[src/rtl/lfu_button_encoder.sv]
// lfu_button_encoder: sync, debounce and edge-detect four buttons,
// then deliver one held request at a time. Option: LFU_BTN_ACTIVE_LOW_EN.
module lfu_button_encoder #(
   parameter int unsigned DEBOUNCE_CYCLES = 16,
   parameter int unsigned HOLD_CYCLES     = 25_000_000
) (
   input  logic       clk,
   input  logic       rst,
   input  logic [3:0] btn_raw,
   output logic       b1,
   output logic       b2,
   output logic       b3,
   output logic       b4,
   output logic       busy,
   output logic [7:0] drop_count
);

   typedef enum logic [1:0] {
      IDLE = 2'd0,
      HOLD = 2'd1,
      GAP  = 2'd2
   } state_t;

   localparam logic [15:0] DB_LAST = 16'(DEBOUNCE_CYCLES - 1);
   localparam logic [25:0] HD_LAST = 26'(HOLD_CYCLES - 1);

   logic [3:0]  btn_in;
   logic [3:0]  sync1;
   logic [3:0]  sync2;
   logic [3:0]  deb;
   logic [3:0]  deb_q;
   logic [15:0] db_cnt [4];
   logic [3:0]  press;

   state_t      state_q;
   state_t      state_d;
   logic [25:0] hold_cnt;
   logic [25:0] hold_d;

   logic [3:0]  req_q;
   logic [3:0]  req_d;
   logic [3:0]  sel;
   logic [3:0]  lost;
   logic [8:0]  drop_sum;
   logic [7:0]  drop_d;
   logic        busy_d;

`ifdef LFU_BTN_ACTIVE_LOW_EN
   assign btn_in = ~btn_raw;
`else
   assign btn_in = btn_raw;
`endif

   function automatic logic [2:0] pop4(input logic [3:0] v);
      return 3'(v[0]) + 3'(v[1]) + 3'(v[2]) + 3'(v[3]);
   endfunction

   // two-flop synchroniser for the raw buttons
   always_ff @(posedge clk) begin
      if (rst) begin
         sync1 <= '0;
         sync2 <= '0;
      end else begin
         sync1 <= btn_in;
         sync2 <= sync1;
      end
   end

   // per-button debouncer: flip only after a sustained difference
   always_ff @(posedge clk) begin
      if (rst) begin
         deb <= '0;
         for (int i = 0; i < 4; i++) db_cnt[i] <= '0;
      end else begin
         for (int i = 0; i < 4; i++) begin
            if (sync2[i] == deb[i]) begin
               db_cnt[i] <= '0;
            end else if (db_cnt[i] == DB_LAST) begin
               deb[i]    <= ~deb[i];
               db_cnt[i] <= '0;
            end else begin
               db_cnt[i] <= db_cnt[i] + 16'd1;
            end
         end
      end
   end

   // registered copy of the debounced level for rise detection
   always_ff @(posedge clk) begin
      if (rst) deb_q <= '0;
      else     deb_q <= deb;
   end

   assign press = deb & ~deb_q;

   // FSM state and hold/gap counter register
   always_ff @(posedge clk) begin
      if (rst) begin
         state_q  <= IDLE;
         hold_cnt <= '0;
      end else begin
         state_q  <= state_d;
         hold_cnt <= hold_d;
      end
   end

   // next state: accept in IDLE, then count out HOLD and GAP
   always_comb begin
      state_d = state_q;
      hold_d  = hold_cnt;
      unique case (state_q)
         IDLE: begin
            if (|press) begin
               state_d = HOLD;
               hold_d  = HD_LAST;
            end
         end
         HOLD: begin
            if (hold_cnt == '0) begin
               state_d = GAP;
               hold_d  = HD_LAST;
            end else begin
               hold_d = hold_cnt - 26'd1;
            end
         end
         GAP: begin
            if (hold_cnt == '0) state_d = IDLE;
            else                hold_d  = hold_cnt - 26'd1;
         end
         default: begin
            state_d = IDLE;
            hold_d  = '0;
         end
      endcase
   end

   // outputs: lowest pressed button wins, every other event is a drop
   always_comb begin
      sel    = press & (~press + 4'd1);
      req_d  = '0;
      lost   = press;
      busy_d = (state_d != IDLE);
      if (state_q == IDLE) begin
         lost = press & ~sel;
         if (state_d == HOLD) req_d = sel;
      end else if (state_q == HOLD && state_d == HOLD) begin
         req_d = req_q;
      end
      drop_sum = {1'b0, drop_count} + 9'(pop4(lost));
      drop_d   = drop_sum[8] ? 8'hFF : drop_sum[7:0];
   end

   // output registers
   always_ff @(posedge clk) begin
      if (rst) begin
         req_q      <= '0;
         busy       <= 1'b0;
         drop_count <= '0;
      end else begin
         req_q      <= req_d;
         busy       <= busy_d;
         drop_count <= drop_d;
      end
   end

   assign b1 = req_q[0];
   assign b2 = req_q[1];
   assign b3 = req_q[2];
   assign b4 = req_q[3];

endmodule

[config.mk]
export PLATFORM = sky130hd
export DESIGN_NAME = lfu_button_encoder
export DESIGN_NICKNAME = d
export VERILOG_FILES = /design/src/rtl/lfu_button_encoder.sv
export SDC_FILE = /design/constraint.sdc
export NUM_CORES = 1
export LEC_CHECK = 0
export BUFFER_PORTS_ARGS = -buffer_cell sky130_fd_sc_hd__buf_4
export CAP_MARGIN = 30
export CORE_MARGIN = 8
export CORE_UTILIZATION = 55
export CTS_BUF_LIST = sky130_fd_sc_hd__clkbuf_2 sky130_fd_sc_hd__clkbuf_4 sky130_fd_sc_hd__clkbuf_8
export DETAILED_ROUTE_END_ITERATION = 8
export HOLD_SLACK_MARGIN = 0.05
export MAX_ROUTING_LAYER = met4
export PLACE_DENSITY = 0.72
export SLEW_MARGIN = 20
export SYNTH_ARGS = -nofsm -noshare
export SYNTH_HDL_FRONTEND = slang
export SYNTH_SLANG_ARGS = --single-unit
[constraint.sdc]
create_clock -name clk -period 7.28 [get_ports clk]
set_input_delay 1.456 -clock clk [delete_from_list [all_inputs] [get_ports clk]]
set_output_delay 1.456 -clock clk [all_outputs]
set_load 0.03 [all_outputs]
==> results of run 1 <==
## worst max-delay path: cells and delay by family (launching register included)
family	cells	cell delay, ns
compound gates	1	0.20
fa+ha+maj	3	1.08
buf+inv	2	0.14
flops	1	0.38
simple gates	7	1.38
## sequential cells by signal (all words and copies together) (netlist names)
| register | flops |
|---|---|
| deb | 4 |
| sync1 | 4 |
| db_cnt | 64 |
| state_q | 2 |
| drop_count | 8 |
| hold_cnt | 26 |
| req_q | 4 |
| busy | 1 |
| sync2 | 4 |
| deb_q | 4 |
## per-layer routing
metal,global-route usage,vias up,part of all wire
li1,-,2273,-
met1,0.199,2095,0.48
met2,0.260,64,0.47
met3,0.0371,14,0.035
met4,0.0640,0,0.013
met5,-,-,0
## cells by family after synthesis
logic type,after synthesis,synth area share
other cells,1,0.000630
buf+inv,31,0.0204
flops,121,0.514
compound gates,74,0.0800
mux,4,0.00672
simple gates,296,0.253
xor+xnor,68,0.100
fa+ha+maj,10,0.0248
## cell type report
| class | count | area share |
|---|---|---|
| Clock buffer | 20 | 0.0383 |
| Clock inverter | 12 | 0.0219 |
| Inverter | 13 | 0.00712 |
| Multi-Input combinational cell | 516 | 0.439 |
| Sequential cell | 121 | 0.447 |
| Tap cell | 140 | 0.0255 |
| Timing Repair Buffer | 20 | 0.0219 |
## final timing paths
kind | slack (ns) | end
max | 4.01 | drop_count[1]
min | 0.43 | sync2[0]
max reg2reg | 4.01 | drop_count[1]
min reg2reg | 0.43 | sync2[0]
## power by group through the flow
stage / registers [mW] / logic [mW] / clock network (mW)
floorplan: 0.762 / 0.0314 / 0
global placement: 0.765 / 0.0380 / 0
detailed placement: 0.767 / 0.0384 / 0
CTS: 0.751 / 0.0386 / 0.630
global route: 0.754 / 0.0452 / 0.655
finish: 0.752 / 0.0391 / 0.615
## per-stage QoR
stage          area [um^2]  utilization  hold WS, ns  cells  worst slack (ns)
2_1_floorplan         6190            -        0.414    668              4.28
3_3_place_gp          6440        0.602        0.418    810              4.19
3_5_place_dp          6440        0.602        0.428    810              4.05
4_1_cts               6860        0.641        0.442    842              4.04
5_1_grt               6860        0.641        0.467    842              3.70
6_report              6860        0.641        0.434    842              4.01
## cells in the mapped netlist, types with 5 or more instances
cell type | count | area (um^2)
nor2_1 | 107 | 402
xor2_1 | 40 | 350
a21oi_1 | 27 | 135
ha_1 | 7 | 87.6
clkbuf_1 | 12 | 45.0
o21ai_0 | 16 | 80.1
dfxtp_1 | 57 | 1140
nor3_1 | 12 | 60.1
nor2b_1 | 17 | 106
and3_1 | 19 | 119
a311oi_1 | 7 | 61.3
or3_1 | 8 | 50.1
xnor2_1 | 28 | 245
nand2_1 | 38 | 143
inv_1 | 13 | 48.8
and4_1 | 5 | 43.8
nand3_1 | 22 | 110
nand4_1 | 17 | 106
nor4_1 | 21 | 131
nand2b_1 | 5 | 31.3
edfxtp_1 | 64 | 1920
==> impl_results.md, run 1 <==
* Outcome: complete, no violations
* Register area at about 0.0031 mm^2
* Element type at the critical path start: flop
* Number of global-route vias before repair at 4337
* Number of distinct library cells after synthesis at between 50 and 60
* Number of nets with antenna violations after detailed routing at 0
* Buffer type at the clock tree root: clkbuf_8
* I/O pins at 19
* Worst EP required at 7.63 ns
* Count of buffers from port buffering at 18
* Commonest non-fill, non-tap cells in the layout: 107 x nor2_1, 64 x edfxtp_1, 64 x conb_1
* Number of antenna violations at the first check in global routing at 0
* Worst Setup SP: state_q[1]
* Net switching power at 0.302 mW
* Horizontal die dimension at approximately 120 um
* Total number of vias at about 4400
* Kind of critical path: reg -> reg
* Area growth from synthesis to final layout at 15.1%
* Most frequent standard cell in the layout excluding fill and tap cells: nor2_1
* H-Tree Level Count at 4
* Via density per instance at ~5.3
* Mean routed wirelength per cell at approximately 13 um
* Top FF cell, synth: edfxtp_1
* Synthesized area divided by synthesized cell count at ~9.8 um^2
* Half-perimeter wire length after detailed placement at a little under 8 mm
* Maximum fanout count along the critical path at 9
* Remaining routing DRC violations at 0
* First-pass GRT wire length at roughly 19 mm
* Min-Delay Path Class: reg -> reg
* RSZ-0062 raised after global routing: no
* Cell count of the worst hold path at 1
* Cell with the largest stage delay on the worst path: fa_1
* Site Rows at 38
* Maximum vdd drop at slightly above 0.1 mV
* Clock insertion delay at the later pin of the skew report at 0.42 ns
* Number of buffers on the longest clock path at 2
* Number of hold buffers added after CTS at 0
* Number of setup violations in the final report at 0
* Area of the placeable core at between 0.01 and 0.015 mm^2
* Die boundary height at between 100 and 150 um
* Largest net degree at the start of global routing at 43
* Ratio of cells with drive above 1 in the final layout at 0.0883
* Worst-case headroom to the max-slew limit at 0.404
* Starting density of the core at 0.557
* Share of synthesized area occupied by flip-flops and latches at 0.514
* Number of inserted filler cells in the final layout at between 900 and 1000
* Routed wire length at around 11 mm
* Register-to-Register Path Depth at 13
* Final worst path period share at 0.449
* Maximum achievable frequency at around 310 MHz
* Aggregate global-route resource usage at 0.164
* Clock-pin slew on the worst setup and hold paths at roughly 0.07 ns
* Leakage power figure at roughly 2.6 nW
* Total area of multi-input combinational cells at approximately 0.0030 mm^2
* Final global-route overflow total at 0
* Die Footprint at about 0.014 mm^2
* Slew at the pin with the worst max-slew slack at just under 0.9 ns
* Cell Pwr Density at approximately 210 mW/mm^2
* Count of clock tree sinks at roughly 120
* Worst reg2reg startpoint: state_q[1]
* Portion of total power attributed to combinational logic at 0.028
* Tmin final at 3.27 ns
* Length of the first detailed-routing pass in iterations at 4
* Worst setup EP type: flop
* Max-cap violation count at 0
* Fraction of power spent switching nets at 0.215
* Critical path data arrival time at 3.61 ns
* Post-CTS Setup Inserts at 0
* Final number of hold-violating endpoints at 0
* Sequential Power Share at 0.535
* Min-Delay Startpoint: sync1[0]
* Cell-internal power at approximately 1.1 mW
* Yosys Warn Count at 0
* Pins Over Slew Limit at 0
* Part of the total power dissipated in the clock network at 0.438
* Proportion of register bits with asynchronous set or reset after synthesis at 0
* Setup TNS Final at 0 ns
* Post-cts gate resize count at 0
* Final weighted congestion in routability-driven placement at approximately 0.86
* Post-synth EDFFs at between 60 and 70
* Overall power consumption at around 1.4 mW
* Antenna fix cells at 0
* Nets@finish at a little over 700
* Post-Synthesis Cells at around 610
* Register bit count reported by yosys at between 100 and 150
* Total standard cell area after synthesis at a little under 0.006 mm^2
* Clock buffers created by TritonCTS at 17
* Stage delay of the slowest cell on the critical path at about 0.48 ns
* Initial detailed-routing violation count at between 200 and 300
* Clock tree from TritonCTS: yes
* Largest clock skew in the final design at ~0.012 ns
* Cell breakdown of the critical path: nor2_1, nand2_1, nor2_1, nor2_1, fa_1, inv_1, fa_1, inv_1, fa_1, and3_1, and2_1, nand4_1, a21oi_1
Power figures use the tool's default switching activity.
==> run 2, diff against run 1 <==
==> constraint.sdc (replaced) <==
create_clock -name clk -period 3.13 [get_ports clk]
set_input_delay 0.626 -clock clk [delete_from_list [all_inputs] [get_ports clk]]
set_output_delay 0.626 -clock clk [all_outputs]
set_load 0.03 [all_outputs]
==> impl_results.md, run 2 (synthesis results as in run 1) <==
* Starting density of the core at 0.557 (unchanged)
* Worst EP required at 3.48 ns (-4.15 ns)
* Kind of critical path: reg -> reg
* Via density per instance at 5.33 (+0.95%)
* Total placed cells including tap cells at 817 (+0.86%)
* Min-Delay Startpoint: btn_raw[2]
* Largest net degree at the start of global routing at 28 (-35%)
* Number of buffers on the longest clock path at 2 (unchanged)
* Cell-internal power at 2.76 mW (+150%)
* Min-Delay Path Class: in -> reg
* Leakage power figure at 2.71 nW (+2.6%)
* Critical path data arrival time at 3.29 ns (-0.32 ns)
* Register-to-Register Path Depth at 14 (+1)
* Antenna fix cells at 0 (unchanged)
* Most frequent standard cell in the layout excluding fill and tap cells: nor2_1
* Flip-flop count of the largest register, all copies and words added at 64 (unchanged)
* Nets@finish at 713 (+1.1%)
* Buffer type at the clock tree root: clkbuf_8
* Setup TNS Final at 0 ns (unchanged)
* Outcome: complete, no violations
* Number of setup violations in the final report at 0 (unchanged)
* Clock insertion delay at the later pin of the skew report at 0.42 ns (about the same)
* Area growth from synthesis to final layout at 17.1%
* Clock buffers created by TritonCTS at 17 (unchanged)
* Number of global-route vias before repair at 4544 (+4.8%)
* Portion of total power attributed to combinational logic at 0.027 (about the same)
* Tmin final at 2.94 ns (-0.324 ns)
* H-Tree Level Count at 4 (unchanged)
* Total number of vias at 4531 (+1.9%)
* Clock-pin slew on the worst setup and hold paths at 0.07 ns (about the same)
* Element type at the critical path start: flop
* Site Rows at 38 (unchanged)
* Ratio of cells with drive above 1 in the final layout at 0.101 (+0.0131)
* Maximum vdd drop at 0.246 mV (+140%)
* Commonest non-fill, non-tap cells in the layout: 106 x nor2_1, 64 x edfxtp_1, 64 x conb_1
* Sequential Power Share at 0.509 (-0.026)
* Routed wire length at 11.6 mm (+6.8%)
* Max-cap violation count at 0 (unchanged)
* Final hold slack at 0.411 ns (-0.0233 ns)
* Core Util, Final at 0.652 (+0.0106)
* First-pass GRT wire length at 20.3 mm (+6.4%)
* Number of nets with antenna violations after detailed routing at 0 (unchanged)
* Aggregate global-route resource usage at 0.175 (+0.0111)
* Worst reg2reg startpoint: deb_q[0]
* Count of placed standard cells in the final layout, fillers left out at 850 (+0.95%)
* Cell count of the worst hold path at 2 (+1)
* Final weighted congestion in routability-driven placement at 0.888 (+3.6%)
* Net switching power at 0.683 mW (+130%)
* Maximum achievable frequency at 340 MHz (+11%)
* Clock tree from TritonCTS: yes
* Part of the total power dissipated in the clock network at 0.464 (+0.026)
* Largest clock skew in the final design at 0.00847 ns (-0.00304 ns)
* Hold path endpoint: sync1[2]
* Maximum fanout count along the critical path at 5 (-4)
* Slew at the pin with the worst max-slew slack at 0.920 ns (+0.0320 ns)
* Half-perimeter wire length after detailed placement at 8.17 mm (+6.2%)
* Worst-case headroom to the max-slew limit at 0.383 (-0.0214)
* Horizontal die dimension at 120 um (unchanged)
* Final global-route overflow total at 0 (unchanged)
* Remaining routing DRC violations at 0 (unchanged)
* Count of buffers from port buffering at 18 (unchanged)
* Worst setup EP type: flop
* Final worst path period share at 0.940 (+0.491)
* Cell area after placement at 0.00650 mm^2 (+0.82%)
* Number of antenna violations at the first check in global routing at 0 (unchanged)
* Length of the first detailed-routing pass in iterations at 4 (unchanged)
* Die Footprint at 0.0144 mm^2 (unchanged)
* Total non-filler cell area in the finished layout at 0.00697 mm^2 (+1.7%)
* Count of clock tree sinks at 121 (unchanged)
* Area of the placeable core at 0.0107 mm^2 (unchanged)
* Mean routed wirelength per cell at 13.6 um (+5.8%)
* Endpoint of the lowest-slack register-to-register path: drop_count[5]
* Leading registers by flop count: db_cnt x64, hold_cnt x26, drop_count x8
* Die boundary height at 120 um (unchanged)
* Final number of hold-violating endpoints at 0 (unchanged)
* Reg-to-reg setup timing slack at 0.19 ns (-3.83 ns)
* Fraction of power spent switching nets at 0.199 (-0.0160)
* I/O pins at 19 (unchanged)
* Cell Pwr Density at 493 mW/mm^2 (+140%)
* Initial detailed-routing violation count at 343 (+27%)
* Pins Over Slew Limit at 0 (unchanged)
* Register containing the most flip-flops in the final layout: db_cnt
-- run 2: worst max-delay path by stage --
stage | startpoint | to | slack, ns | cells after the start
3_5_place_dp | deb[0] | drop_count[0] | 0.15 | 13
2_1_floorplan | state_q[1] | drop_count[0] | 0.13 | 14
3_3_place_gp | deb_q[0] | drop_count[1] | 0.27 | 13
5_1_grt | deb[0] | drop_count[1] | -0.01 | 14
6_report | deb_q[0] | drop_count[5] | 0.19 | 14
4_1_cts | deb_q[0] | drop_count[3] | 0.15 | 13
-- run 2: power by group through the flow --
stage          combinational (mW)  clock (mW)  sequential, mW
6_report                   0.0941        1.60            1.75
3_5_place_dp               0.0908           0            1.78
5_1_grt                     0.108        1.70            1.75
2_1_floorplan              0.0731           0            1.77
3_3_place_gp               0.0894           0            1.78
4_1_cts                    0.0919        1.63            1.75
-- run 2: layout make-up --
| cell class | instances | area [um^2] |
|---|---|---|
| Inverter | 13 | 48.8 |
| Timing Repair Buffer | 28 | 210 |
| Clock inverter | 10 | 173 |
| Sequential cell | 121 | 3060 |
| Tap cell | 140 | 175 |
| Multi-Input combinational cell | 516 | 3020 |
| Clock buffer | 22 | 284 |
| Fill cell | 871 | 3730 |
-- run 2: what timing repair did --
action / CTS / global route
setup endpoints to repair: 0 / 5
gates resized for setup: 0 / 3
setup buffers: 0 / 1
hold buffers: 0 / 0
-- run 2: worst max-delay path, cell delays in order, from the launching register on --
cell      delay (ns)
dfxtp_1         0.33
nand2b_1        0.15
nand2_1         0.11
nor2_2          0.17
nor2_1          0.08
fa_1            0.48
inv_1           0.06
fa_1            0.41
inv_1           0.09
fa_1            0.21
and3_1          0.20
and2_1          0.19
nand4_1         0.12
buf_4           0.18
a21oi_1         0.11
-- run 2: per-stage QoR --
step,setup WS [ns],power [mW]
floorplan,0.130,1.85
finish,0.188,3.44
global route,-0.0132,3.56
global placement,0.270,1.87
CTS,0.146,3.47
detailed placement,0.154,1.87
-- run 2: routing by layer --
layer / share of wire / vias up / track usage / routed length (um)
li1: - / 2290 / - / -
met1: 0.47 / 2156 / 0.214 / 5380
met2: 0.49 / 70 / 0.278 / 5620
met3: 0.036 / 15 / 0.0376 / 418
met4: 0.013 / 0 / 0.0687 / 152
met5: 0 / - / - / 0
==> run 3, diff against run 2 <==
--- a/config.mk
+++ b/config.mk
@@ -5,7 +5,7 @@
 export SDC_FILE = /design/constraint.sdc
 export NUM_CORES = 1
 export LEC_CHECK = 0
-export BUFFER_PORTS_ARGS = -buffer_cell sky130_fd_sc_hd__buf_4
+export BUFFER_PORTS_ARGS = -buffer_cell sky130_fd_sc_hd__clkbuf_2
 export CAP_MARGIN = 30
 export CORE_MARGIN = 8
 export CORE_UTILIZATION = 55
@@ -14,6 +14,7 @@
 export HOLD_SLACK_MARGIN = 0.05
 export MAX_ROUTING_LAYER = met4
 export PLACE_DENSITY = 0.72
+export SETUP_SLACK_MARGIN = 0.02
 export SLEW_MARGIN = 20
 export SYNTH_ARGS = -nofsm -noshare
 export SYNTH_HDL_FRONTEND = slang
==> impl_results.md, run 3 (synthesis results as in run 1) <==
* Outcome: complete, no violations
* Most frequent standard cell in the layout excluding fill and tap cells: nor2_1
* Worst EP required at 3.48 ns (about the same)
* Final worst path period share at 0.933 (-0.00675)
* Leading registers by flop count: db_cnt x64, hold_cnt x26, drop_count x8
* Maximum fanout count along the critical path at 5 (unchanged)
* Number of buffers on the longest clock path at 2 (unchanged)
* Ratio of cells with drive above 1 in the final layout at 0.105 (+0.00393)
* Min-Delay Startpoint: btn_raw[2]
* Count of placed standard cells in the final layout, fillers left out at 852 (+0.24%)
* Nets@finish at 715 (+0.28%)
* Maximum achievable frequency at 342 MHz (+0.72%)
* Clock insertion delay at the later pin of the skew report at 0.42 ns (about the same)
* Total area of multi-input combinational cells at 0.00303 mm^2 (+0.33%)
* Remaining routing DRC violations at 0 (unchanged)
* Clock tree from TritonCTS: yes
* Final hold slack at 0.407 ns (-0.00374 ns)
* Register area at 0.00306 mm^2 (unchanged)
* Die Footprint at 0.0144 mm^2 (unchanged)
* Endpoint of the lowest-slack register-to-register path: drop_count[2]
* Worst setup EP type: flop
* Maximum vdd drop at 0.273 mV (+11%)
* Number of antenna violations at the first check in global routing at 0 (unchanged)
* Min-Delay Path Class: in -> reg
* Core Util, Final at 0.642 (-0.00983)
* Length of the first detailed-routing pass in iterations at 4 (unchanged)
* Cell Pwr Density at 462 mW/mm^2 (-6.4%)
* Setup TNS Final at 0 ns (unchanged)
* Number of nets with antenna violations after detailed routing at 0 (unchanged)
* Tmin final at 2.92 ns (-0.0211 ns)
* H-Tree Level Count at 4 (unchanged)
* Pins Over Slew Limit at 0 (unchanged)
* RSZ-0062 raised after global routing: no
* Site Rows at 38 (unchanged)
* Worst setup timing slack at the placement stage at 0.180 ns (+0.0261 ns)
* Count of buffers from port buffering at 18 (unchanged)
* Register-to-Register Path Depth at 13 (-1)
* Flip-flop count of the largest register, all copies and words added at 64 (unchanged)
* Max-cap violation count at 0 (unchanged)
* Element type at the critical path start: flop
* Total non-filler cell area in the finished layout at 0.00687 mm^2 (-1.5%)
* Aggregate global-route resource usage at 0.175 (-0.000184)
* Area of the placeable core at 0.0107 mm^2 (unchanged)
* Clock buffers created by TritonCTS at 17 (unchanged)
* I/O pins at 19 (unchanged)
* Cell count of the worst hold path at 2 (unchanged)
* Initial detailed-routing violation count at 312 (-9.0%)
* Largest net degree at the start of global routing at 21 (-25%)
* Half-perimeter wire length after detailed placement at 8.20 mm (+0.36%)
* Count of clock tree sinks at 121 (unchanged)
* Number of inserted filler cells in the final layout at 902 (+3.6%)
* Die boundary height at 120 um (unchanged)
* Worst-case headroom to the max-slew limit at 0.414 (+0.0309)
* Leakage power figure at 2.66 nW (-1.7%)
* Reg-to-reg setup timing slack at 0.21 ns (+0.02 ns)
* Clock-pin slew on the worst setup and hold paths at 0.07 ns (about the same)
* Horizontal die dimension at 120 um (unchanged)
* Number of global-route vias before repair at 4446 (-2.2%)
* Critical path data arrival time at 3.27 ns (-0.02 ns)
* Via density per instance at 5.32 (-0.17%)
* Antenna fix cells at 0 (unchanged)
* Slew at the pin with the worst max-slew slack at 0.875 ns (-0.0449 ns)
* Register containing the most flip-flops in the final layout: db_cnt
* Mean routed wirelength per cell at 13.6 um (-0.24%)
* Kind of critical path: reg -> reg
* Buffer type at the clock tree root: clkbuf_8
* Final number of hold-violating endpoints at 0 (unchanged)
* Final global-route overflow total at 0 (unchanged)
* Hold path endpoint: sync1[2]
* First-pass GRT wire length at 20.0 mm (-1.6%)
* Overall power consumption at 3.17 mW (-7.8%)
* Routed wire length at 11.6 mm (about the same)
* Final setup slack of the worst path at 0.209 ns (+0.0211 ns)
* Area growth from synthesis to final layout at 15.3%
* Final weighted congestion in routability-driven placement at 0.862 (-2.9%)
* Total number of vias at 4534 (+0.066%)
* Commonest non-fill, non-tap cells in the layout: 106 x nor2_1, 64 x edfxtp_1, 64 x conb_1
* Number of hold buffers added after CTS at 0 (unchanged)
* Number of setup violations in the final report at 0 (unchanged)
* Cell area after placement at 0.00646 mm^2 (-0.58%)
* Worst reg2reg startpoint: deb_q[0]
* Largest clock skew in the final design at 0.0117 ns (+0.00319 ns)
* Starting density of the core at 0.557 (unchanged)
* Total placed cells including tap cells at 818 (+0.12%)
run 3: layout make-up:
type | count | share of cell area
multi-input cells | 516 | 0.441
flip-flops and latches | 121 | 0.446
clock inverters | 11 | 0.0151
clock buffers | 21 | 0.0394
repair buffers | 30 | 0.0259
well taps | 140 | 0.0255
inverters | 13 | 0.00711
run 3: worst max-delay path by stage:
stage / startpoint / to / cells past startpoint
after detailed placement: deb_q[0] / drop_count[1] / 13
final: deb_q[0] / drop_count[2] / 13
after floorplan: state_q[1] / drop_count[0] / 14
after global routing: deb_q[0] / drop_count[2] / 13
after global placement: deb_q[0] / drop_count[1] / 13
after CTS: deb_q[0] / drop_count[1] / 13
run 3: routing by layer:
metal,track usage,wire [um],vias to the layer above
met1,0.203,5450,2158
met5,-,0,-
li1,-,-,2292
met2,0.283,5630,74
met4,0.0679,102,0
met3,0.0474,393,10
run 3: timing repair:
item                                    CTS  global route
gates resized for setup                   0             6
endpoints found under the setup margin    0             5
setup buffers                             0             1
run 3: critical path: stages, from the launching register on:
cell and delay [ns]:
dfxtp_1 0.34, nand2b_1 0.15, nand2_1 0.12, nor2_2 0.11, nor2_1 0.07, fa_1 0.47
inv_1 0.05, fa_1 0.40, inv_1 0.10, fa_2 0.22, and3_4 0.19, and2_4 0.15
nand4_1 0.24, a21oi_1 0.22
run 3: report_power, final:
| group | switching [mW] | total, mW | internal [mW] |
|---|---|---|---|
| clock network | 0.588 | 1.33 | 0.739 |
| logic | 0.0570 | 0.0933 | 0.0363 |
| registers | 0.0393 | 1.75 | 1.71 |
| total | 0.684 | 3.17 | 2.49 |
